### src/rtl/alu_seq_if.sv
// alu_seq_if: start/done handshake, operands and result/flag bundle of the sequential ALU.
// The master drives the request; the slave (alu_seq) returns the result and status.
interface alu_seq_if #(
    parameter int WIDTH = 32
);
    logic             start;
    logic             ready;
    logic [WIDTH-1:0] A;
    logic [WIDTH-1:0] B;
    logic [2:0]       control;
    logic [WIDTH-1:0] out;
    logic             carryout;
    logic             overflow;
    logic             zero;
    logic             done;

    modport master (
        output start, A, B, control,
        input  ready, out, carryout, overflow, zero, done
    );

    modport slave (
        input  start, A, B, control,
        output ready, out, carryout, overflow, zero, done
    );
endinterface

### src/rtl/alu_seq.sv
// alu_seq: multi-cycle WIDTH-bit ALU, SLICE bits per RUN cycle, LSB slice first, carry chained.
// Build macro ALU_SEQ_EARLY_DONE_EN: logic and illegal opcodes finish after a single RUN cycle.
module alu_seq #(
    parameter int WIDTH = 32,
    parameter int SLICE = 8
) (
    input  logic     clock,
    input  logic     reset,
    alu_seq_if.slave bus
);
    localparam int NS   = WIDTH / SLICE;
    localparam int IDXW = (NS > 1) ? $clog2(NS) : 1;
    localparam logic [IDXW-1:0] LAST_IDX = IDXW'(NS - 1);

    localparam logic [2:0] OP_ADD = 3'd2;
    localparam logic [2:0] OP_SUB = 3'd3;
    localparam logic [2:0] OP_AND = 3'd4;
    localparam logic [2:0] OP_OR  = 3'd5;
    localparam logic [2:0] OP_NOR = 3'd6;
    localparam logic [2:0] OP_XOR = 3'd7;

    typedef enum logic [1:0] {
        ST_IDLE = 2'd0,
        ST_RUN  = 2'd1,
        ST_DONE = 2'd2
    } state_t;

    // One slice step: {carry_out, result}; logic ops report no carry, illegal ops yield zero.
    function automatic logic [SLICE:0] slice_op(input logic [2:0] op, input logic [SLICE-1:0] a,
                                                input logic [SLICE-1:0] b, input logic cin);
        logic [SLICE:0] r;
        case (op)
            OP_ADD:  r = {1'b0, a} + {1'b0, b}  + {{SLICE{1'b0}}, cin};
            OP_SUB:  r = {1'b0, a} + {1'b0, ~b} + {{SLICE{1'b0}}, cin};
            OP_AND:  r = {1'b0, a & b};
            OP_OR:   r = {1'b0, a | b};
            OP_NOR:  r = {1'b0, ~(a | b)};
            OP_XOR:  r = {1'b0, a ^ b};
            default: r = {(SLICE+1){1'b0}};
        endcase
        return r;
    endfunction

`ifdef ALU_SEQ_EARLY_DONE_EN
    function automatic logic [WIDTH-1:0] logic_op(input logic [2:0] op, input logic [WIDTH-1:0] a,
                                                  input logic [WIDTH-1:0] b);
        logic [WIDTH-1:0] r;
        case (op)
            OP_AND:  r = a & b;
            OP_OR:   r = a | b;
            OP_NOR:  r = ~(a | b);
            OP_XOR:  r = a ^ b;
            default: r = {WIDTH{1'b0}};
        endcase
        return r;
    endfunction
`endif

    state_t           state_r, state_next_s;
    logic             ready_r;
    logic [WIDTH-1:0] a_r, b_r, acc_r, acc_next_s, out_r;
    logic [2:0]       ctrl_r;
    logic [IDXW-1:0]  idx_r;
    logic             carry_r;
    logic             carryout_r, overflow_r, zero_r, done_r;
    logic             accept_s, last_s, is_arith_s, bp_msb_s, ovf_s;
    logic [SLICE:0]   slice_s;

    // Next-state decode plus the current slice computation and completion flags.
    always_comb begin
        state_next_s = state_r;
        accept_s     = 1'b0;
        is_arith_s   = (ctrl_r == OP_ADD) || (ctrl_r == OP_SUB);
        slice_s      = slice_op(ctrl_r, a_r[idx_r*SLICE +: SLICE], b_r[idx_r*SLICE +: SLICE], carry_r);
        acc_next_s   = acc_r;
        acc_next_s[idx_r*SLICE +: SLICE] = slice_s[SLICE-1:0];
`ifdef ALU_SEQ_EARLY_DONE_EN
        if (is_arith_s) begin
            last_s = (idx_r == LAST_IDX);
        end else begin
            acc_next_s = logic_op(ctrl_r, a_r, b_r);
            last_s     = 1'b1;
        end
`else
        last_s = (idx_r == LAST_IDX);
`endif
        bp_msb_s = (ctrl_r == OP_SUB) ? ~b_r[WIDTH-1] : b_r[WIDTH-1];
        ovf_s    = is_arith_s && (a_r[WIDTH-1] == bp_msb_s) && (acc_next_s[WIDTH-1] != a_r[WIDTH-1]);
        case (state_r)
            ST_IDLE: begin
                if (bus.start) begin
                    state_next_s = ST_RUN;
                    accept_s     = 1'b1;
                end else begin
                    state_next_s = ST_IDLE;
                end
            end
            ST_RUN: begin
                if (last_s) begin
                    state_next_s = ST_DONE;
                end else begin
                    state_next_s = ST_RUN;
                end
            end
            ST_DONE: begin
                if (bus.start) begin
                    state_next_s = ST_RUN;
                    accept_s     = 1'b1;
                end else begin
                    state_next_s = ST_IDLE;
                end
            end
            default: state_next_s = ST_IDLE;
        endcase
    end

    // State register; ready is registered from the next state.
    always_ff @(posedge clock or negedge reset) begin
        if (!reset) begin
            state_r <= ST_IDLE;
            ready_r <= 1'b1;
        end else begin
            state_r <= state_next_s;
            ready_r <= (state_next_s != ST_RUN);
        end
    end

    // Operand latch on acceptance, then slice-by-slice accumulation with the carry chain.
    always_ff @(posedge clock or negedge reset) begin
        if (!reset) begin
            a_r     <= {WIDTH{1'b0}};
            b_r     <= {WIDTH{1'b0}};
            ctrl_r  <= 3'd0;
            idx_r   <= {IDXW{1'b0}};
            carry_r <= 1'b0;
            acc_r   <= {WIDTH{1'b0}};
        end else if (accept_s) begin
            a_r     <= bus.A;
            b_r     <= bus.B;
            ctrl_r  <= bus.control;
            idx_r   <= {IDXW{1'b0}};
            carry_r <= (bus.control == OP_SUB);
        end else if (state_r == ST_RUN) begin
            idx_r   <= last_s ? {IDXW{1'b0}} : idx_r + IDXW'(1);
            carry_r <= slice_s[SLICE];
            acc_r   <= acc_next_s;
        end
    end

    // Result and flags change only on the completion edge; done pulses for that one cycle.
    always_ff @(posedge clock or negedge reset) begin
        if (!reset) begin
            out_r      <= {WIDTH{1'b0}};
            carryout_r <= 1'b0;
            overflow_r <= 1'b0;
            zero_r     <= 1'b1;
            done_r     <= 1'b0;
        end else begin
            done_r <= (state_r == ST_RUN) && last_s;
            if ((state_r == ST_RUN) && last_s) begin
                out_r      <= acc_next_s;
                carryout_r <= slice_s[SLICE];
                overflow_r <= ovf_s;
                zero_r     <= (acc_next_s == {WIDTH{1'b0}});
            end
        end
    end

    assign bus.ready    = ready_r;
    assign bus.out      = out_r;
    assign bus.carryout = carryout_r;
    assign bus.overflow = overflow_r;
    assign bus.zero     = zero_r;
    assign bus.done     = done_r;
endmodule
### src/flat_wrapper.sv
// flat-port wrapper written by rule: the top's interface ports become plain ports
module alu_seq_flat 
#(
    parameter int WIDTH = 32,
    parameter int SLICE = 8
)
  (clock, reset, bus_start, bus_A, bus_B, bus_control, bus_ready, bus_out, bus_carryout, bus_overflow, bus_zero, bus_done);
  alu_seq_if #(.WIDTH(WIDTH)) bus_i ();
  input  logic clock;
  input  logic reset;
  input wire logic [$bits(bus_i.start)-1:0] bus_start;
  input wire logic [$bits(bus_i.A)-1:0] bus_A;
  input wire logic [$bits(bus_i.B)-1:0] bus_B;
  input wire logic [$bits(bus_i.control)-1:0] bus_control;
  output wire logic [$bits(bus_i.ready)-1:0] bus_ready;
  output wire logic [$bits(bus_i.out)-1:0] bus_out;
  output wire logic [$bits(bus_i.carryout)-1:0] bus_carryout;
  output wire logic [$bits(bus_i.overflow)-1:0] bus_overflow;
  output wire logic [$bits(bus_i.zero)-1:0] bus_zero;
  output wire logic [$bits(bus_i.done)-1:0] bus_done;
  assign bus_i.start = bus_start;
  assign bus_i.A = bus_A;
  assign bus_i.B = bus_B;
  assign bus_i.control = bus_control;
  assign bus_ready = bus_i.ready;
  assign bus_out = bus_i.out;
  assign bus_carryout = bus_i.carryout;
  assign bus_overflow = bus_i.overflow;
  assign bus_zero = bus_i.zero;
  assign bus_done = bus_i.done;
  alu_seq #(.WIDTH(WIDTH), .SLICE(SLICE)) u_core (.clock(clock), .reset(reset), .bus(bus_i));
endmodule
### config.mk
export PLATFORM = sky130hd
export DESIGN_NAME = alu_seq_flat
export DESIGN_NICKNAME = d
export VERILOG_FILES = /design/src/rtl/alu_seq_if.sv /design/src/rtl/alu_seq.sv /design/src/flat_wrapper.sv
export SDC_FILE = /design/constraint.sdc
export NUM_CORES = 1
export LEC_CHECK = 0
export CORE_UTILIZATION = 55
export DETAILED_ROUTE_END_ITERATION = 16
export PLACE_DENSITY = 0.8
export SLEW_MARGIN = 30
export SYNTH_ARGS = -nofsm -noshare
export SYNTH_HDL_FRONTEND = slang
export SYNTH_SLANG_ARGS = --single-unit
### constraint.sdc
create_clock -name clock -period 9.2 [get_ports clock]
set_input_delay 1.84 -clock clock [delete_from_list [all_inputs] [get_ports clock]]
set_output_delay 1.84 -clock clock [all_outputs]
set_load 0.01 [all_outputs]
Word-level counts from Yosys, hierarchy flattened
Index checks and enable logic that the tools add are counted.
W data, S select, Z words.

word-level totals
  register bits after elaboration = 141
  bits of input ports = 70
  output and inout port bits = 37
  word-level logic and storage cells = 65

operators by class
  $add $sub $neg = 6
  eq/ne operators = 13
  shift operators = 4
  muxes and demuxes = 13
  bitwise operators = 7
  reductions and logical operators = 9

operators with widths
  kind                       count
  $shiftx A32 B6 Y8          2
  $pmux W9 S6                1
  $neg A5 Y34                1
  $shift A8 B34 Y32 const A  1
  $shiftx A8 B34 Y32         1
  $bwmux W32                 1
  $logic_not A32 Y1          1
  $add A8 B8 Y9              2
  $add A9 B1 Y9              2
  $not A8 Y8                 2
  $eq A3 B3 Y1 const B       4
  $eq A3 B2 Y1 const B       3
  $and A8 B8 Y8              1
  $mux W2                    4
  $or A8 B8 Y8               1
  $xor A8 B8 Y8              1
  $mux W1                    6
  $eq A2 B2 Y1 const B       2
  $pmux W2 S2                1
  $logic_and A1 B1 Y1        3
  $add A2 B1 Y2 const B      1
  $eq A2 B1 Y1 const B       1
  $logic_not A2 Y1           1
  $ne A2 B1 Y1 const B       1
  7 further kinds            8

Longest topological paths before layout
  word-level depth = 9
  depth in mapped cells = 13
  mapped depth without buffers = 12

Least setup slack after synthesis
Ideal clock, no wire load.

  path kind = register to register
  start point = register u_core.idx_r[0]
  end point = register u_core.overflow_r, in the netlist u_core.bus.overflow
  setup time = 0.087 ns
  arrival = 3.621 ns
  required time = 9.113 ns
  slack = 5.492 ns
  cell stages (with the launch flop) = 14
  path buffers = 3
  period minus slack after synthesis = 3.708 ns
  cell sequence = dfrtp_1 buf_2 buf_2 mux4_2 inv_1 ha_1 nor2b_1 o31a_1 o41a_1 a211o_1 and3_1 clkbuf_1 o21a_1 o211ai_1

on the way
  longest elaborated chain between the ends = 9
  elaborated cells on any way between the ends = 20
  classes of those cells = add/sub: 5; eq/ne: 2; shift: 4; mux: 2; bitwise: 5; reduce/logical: 2

ends and longest elaborated chain
  what                    RTL line        source
  from (decl)             alu_seq.sv:63   logic [IDXW-1:0] idx_r;
  from (signal assigned)  alu_seq.sv:134  idx_r <= {IDXW{1'b0}};
  from (signal assigned)  alu_seq.sv:141  idx_r <= {IDXW{1'b0}};
  from (signal assigned)  alu_seq.sv:144  idx_r <= last_s ? {IDXW{1'b0}} : idx_r + IDXW'(1);
  $shiftx A32 B6 Y8       alu_seq.sv:74   slice_s = slice_op(ctrl_r, a_r[idx_r*SLICE +: SLICE], b_r[idx_r*SLICE +: SLICE], carry_r);
  $not A8 Y8              alu_seq.sv:34   OP_SUB: r = {1'b0, a} + {1'b0, ~b} + {{SLICE{1'b0}}, cin};
  $add A8 B8 Y9           alu_seq.sv:34
  $add A9 B1 Y9           alu_seq.sv:34
  $pmux W9 S6             alu_seq.sv:32   case (op)
  $shiftx A8 B34 Y32      alu_seq.sv:76   acc_next_s[idx_r*SLICE +: SLICE] = slice_s[SLICE-1:0];
  $bwmux W32              alu_seq.sv:76
  $ne A1 B1 Y1            alu_seq.sv:88   ovf_s = is_arith_s && (a_r[WIDTH-1] == bp_msb_s) && (acc_next_s[WIDTH-1] != a_r[WIDTH-1]);
  $logic_and A1 B1 Y1     alu_seq.sv:88
  to (signal assigned)    alu_seq.sv:163  overflow_r <= ovf_s;
  to (decl)               alu_seq.sv:65   logic carryout_r, overflow_r, zero_r, done_r;

Parallel ways exist; a longest one is shown, timed or not.
A chain may end at the register's enable or synchronous reset.

Final worst setup path
  start point = register u_core.idx_r[1]
  end point = register u_core.zero_r, in the netlist u_core.bus.zero

on the way
  longest elaborated chain between the ends = 8
  elaborated cells on any way between the ends = 19
  classes of those cells = add/sub: 5; eq/ne: 1; shift: 4; mux: 2; bitwise: 5; reduce/logical: 2

ends and longest elaborated chain
  what                  RTL line        source
  $shiftx A32 B6 Y8     alu_seq.sv:74
  $not A8 Y8            alu_seq.sv:34
  $add A8 B8 Y9         alu_seq.sv:34
  $add A9 B1 Y9         alu_seq.sv:34
  $pmux W9 S6           alu_seq.sv:32
  $shiftx A8 B34 Y32    alu_seq.sv:76
  $bwmux W32            alu_seq.sv:76
  $logic_not A32 Y1     alu_seq.sv:164  zero_r <= (acc_next_s == {WIDTH{1'b0}});
  to (signal assigned)  alu_seq.sv:164
  to (decl)             alu_seq.sv:65

Parallel ways exist; a longest one is shown, timed or not.

==> results.yml <==
clock_tree:
  post_cts_buffers: 0
  cts_resized: 0
  holdBufCountCts: 0
  cts_htree_levels: 4
  numCtsBuffers: 17
  clk_pin_slew_worst_paths_ps: 60
  worst_skew_pair.late_latency_ps: 430
  cts_tree: "done"
  clockBufferDepth: 2
  clkSinkCount: 141
  clockRootBuffer: "clkbuf_16"
drt:
  wl_um: 18500
  vias_per_cell: 6.16
  vias: 5915
  drtIter0Drc: 518
  drc_errors: 0
  drt_pass1_iterations: 5
  wl_per_cell_um: 19.3
  postRouteAntennaNets: 0
cells_and_area:
  final_cell_mix: "dfrtp_1, clkdlybuf4s50_1, mux2_2, nor2_1, nand2_1"
  final_common_cell: "dfrtp_1"
  antenna_cells: 0
  fin_nets: 873
  fill_cells: 956
  area_delta_synth_final_pct: 23.6
  drive_gt1_share_pct: 17.9
synth:
  syn_avg_cell_area_um2: 11.1
  synth.distinct_cells: 68
  ys_warn_count: 0
  synthesis.area_mm2: 0.00751
  syn_inst: 676
  ys.flop_type: "dfrtp_1"
  synth_edf_count: 0
  synthArstFlopShare_pct: 100
  ys_seq_elements: 141
  synth_fp_nets: 778
  yosysSeqAreaShare_pct: 47.0
global_routing:
  grt_overflow: 0
  gr-max-usage-layer: "met2"
  antenna_found_initial: 0
  first_global_vias: 6012
  met3_usage_pct: 5.65
  grt_max_degree: 74
  grt_pass1_wl_um: 30400
  grtUsageTotal_pct: 27.9
  globalRouteMet1Util_pct: 35.7
  grt_use_met2_pct: 44.9
critical_path:
  cp.arrival_ps: 4510
  critPathCaptureType: "flop"
  crit_end: "u_core.bus.zero$_DFFE_PN1P_"
  crit_start: "u_core.idx_r[1]$_DFFE_PN0P_"
  worstPathCellList: "mux4_2 > inv_1 > fa_1 > fa_1 > nor2b_1 > o31a_1 > a21oi_1 > a22oi_1 > o21ai_1 > or4_1 > o31ai_1"
  critPathTopFamily: "flip-flops"
  max_stage_delay_ps: 990
  cp_num_cells: 11
  critPathMaxFanout: 21
  cpMostUsedCell: "fa_1"
  required_ps: 9540
  r2r_end: "u_core.bus.zero$_DFFE_PN1P_"
  crit-reg2reg-launch: "u_core.idx_r[1]$_DFFE_PN0P_"
  start_kind: "flop"
  reg2reg_slack_ps: 5020
  path_buf_inv: 1
  path_class: "flop to flop"
  cp_slowest_cell: "dfrtp_1"
  ff2ff_path_depth: 11
placed_design:
  post-place-ws_ps: 5100
  gp_congestion: 0.952
  io_buffers: 106
  dpl.hpwl_um: 13000
sta:
  period_needed_ps: 4180
  skew_ps: 11.4
  fmax_ghz: 0.239
  finalSetupViolations: 0
  tns_ps: 0
  slew_viol_final: 0
  finalCritPeriodShare_pct: 45.4
  setup_ws_ps: 5020
  hold_violations: 0
  rsz0062_at_grt: "no"
  relSlewSlack_pct: 34.2
  worst_pin_slew_ps: 986
die:
  dieArea_mm2: 0.0141
  row_count: 42
  die-height_um: 119
  core_area_mm2: 0.0133
  pin_count: 107
  start_util_pct: 56.5
  die_x_um: 119
job:
  drv_cap: 0
status:
  status: "finished, final reports clean"
min_path:
  hold_path.class: "flop to flop"
## metrics by stage
step	util (%)	cells	hold slack, ps	cell area, um^2
2_1_floorplan	-	676	450	7510
4_1_cts	69.6	960	485	9260
3_3_place_gp	65.2	928	462	8670
6_report	69.8	960	475	9290
3_5_place_dp	65.2	928	473	8670
5_1_grt	69.8	960	508	9290
## worst min path at each step
stage                                              start                              to  cells after the start
after floorplan              u_core.acc_r[6]$_DFFE_PN0P_     u_core.acc_r[6]$_DFFE_PN0P_                      2
after global placement    u_core.bus.out[22]$_DFFE_PN0P_  u_core.bus.out[22]$_DFFE_PN0P_                      2
after detailed placement  u_core.bus.out[16]$_DFFE_PN0P_  u_core.bus.out[16]$_DFFE_PN0P_                      2
after CTS                 u_core.bus.out[16]$_DFFE_PN0P_  u_core.bus.out[16]$_DFFE_PN0P_                      2
after global routing      u_core.bus.out[14]$_DFFE_PN0P_  u_core.bus.out[14]$_DFFE_PN0P_                      2
final                     u_core.bus.out[14]$_DFFE_PN0P_  u_core.bus.out[14]$_DFFE_PN0P_                      2
## registers in the layout, summed over array words and instances, names as in the netlist
name,flops
u_core.bus.done,1
u_core.state_r,2
u_core.bus.ready,1
u_core.idx_r,2
u_core.bus.zero,1
u_core.carry_r,1
u_core.a_r,32
u_core.ctrl_r,3
u_core.b_r,32
u_core.bus.overflow,1
u_core.acc_r,32
u_core.bus.out,32
u_core.bus.carryout,1
## cell type report
cell class / count / area (um^2) / area share (%)
clock inverters: 9 / 110 / 1.19
well taps: 176 / 220 / 2.37
repair buffers: 112 / 1110 / 12.0
inverters: 41 / 154 / 1.66
clock buffers: 23 / 478 / 5.15
flip-flops and latches: 141 / 3530 / 38.0
multi-input cells: 458 / 3680 / 39.6
## synth_stat cells (all sizes together), types with 2 or more instances
cell type | instances | area share (%)
o31a | 2 | 0.23
nand3 | 7 | 0.47
o211ai | 7 | 0.70
a2bb2oi | 6 | 0.70
a22oi | 4 | 0.47
or3 | 4 | 0.33
and3 | 2 | 0.17
or2 | 4 | 0.33
a221o | 2 | 0.27
ha | 28 | 4.7
dfrtp | 139 | 46
nand4 | 2 | 0.17
nand3b | 2 | 0.20
inv | 38 | 1.9
mux2i | 7 | 0.93
a211o | 3 | 0.35
nor3 | 11 | 0.73
o2111ai | 3 | 0.35
a31o | 3 | 0.47
or4 | 4 | 0.40
fa | 4 | 1.1
a221oi | 13 | 1.5
o221ai | 6 | 0.70
a31oi | 6 | 0.58
a22o | 20 | 2.3
dfstp | 2 | 0.70
nand2 | 46 | 2.3
o21a | 8 | 0.80
buf | 19 | 1.5
mux4 | 16 | 4.8
nor4 | 8 | 0.75
o21ai | 39 | 2.6
mux2 | 70 | 10
clkbuf | 17 | 0.85
nor2b | 12 | 1.0
xor2 | 2 | 0.23
a21oi | 26 | 1.8
a211oi | 4 | 0.40
nand2b | 7 | 0.58
clkinv | 3 | 0.15
nor2 | 50 | 2.5
o31ai | 2 | 0.20
## layer usage
metal | routed length, um | vias to the layer above
met5 | 0 | -
met1 | 7530 | 2926
met3 | 1220 | 49
met2 | 9100 | 278
met4 | 645 | 0
li1 | - | 2662
## worst reg2reg max path, cell delays in order (launching register included)
cell,delay (ps)
dfrtp_1,990
mux4_2,430
inv_1,90
fa_1,440
fa_1,420
nor2b_1,160
o31a_1,180
a21oi_1,50
a22oi_1,200
o21ai_1,320
or4_1,580
o31ai_1,230
## cell families after synthesis
kind of cell	Yosys count	share of synthesized area [%]
flops	141	47.0
mux	93	16.2
buf+inv	77	4.38
simple gates	166	10.7
fa+ha+maj	32	5.73
xor+xnor	3	0.350
compound gates	164	15.6
Power is not shown: default switching activity piles up to over one toggle a cycle in this logic, so the estimate is an artifact.
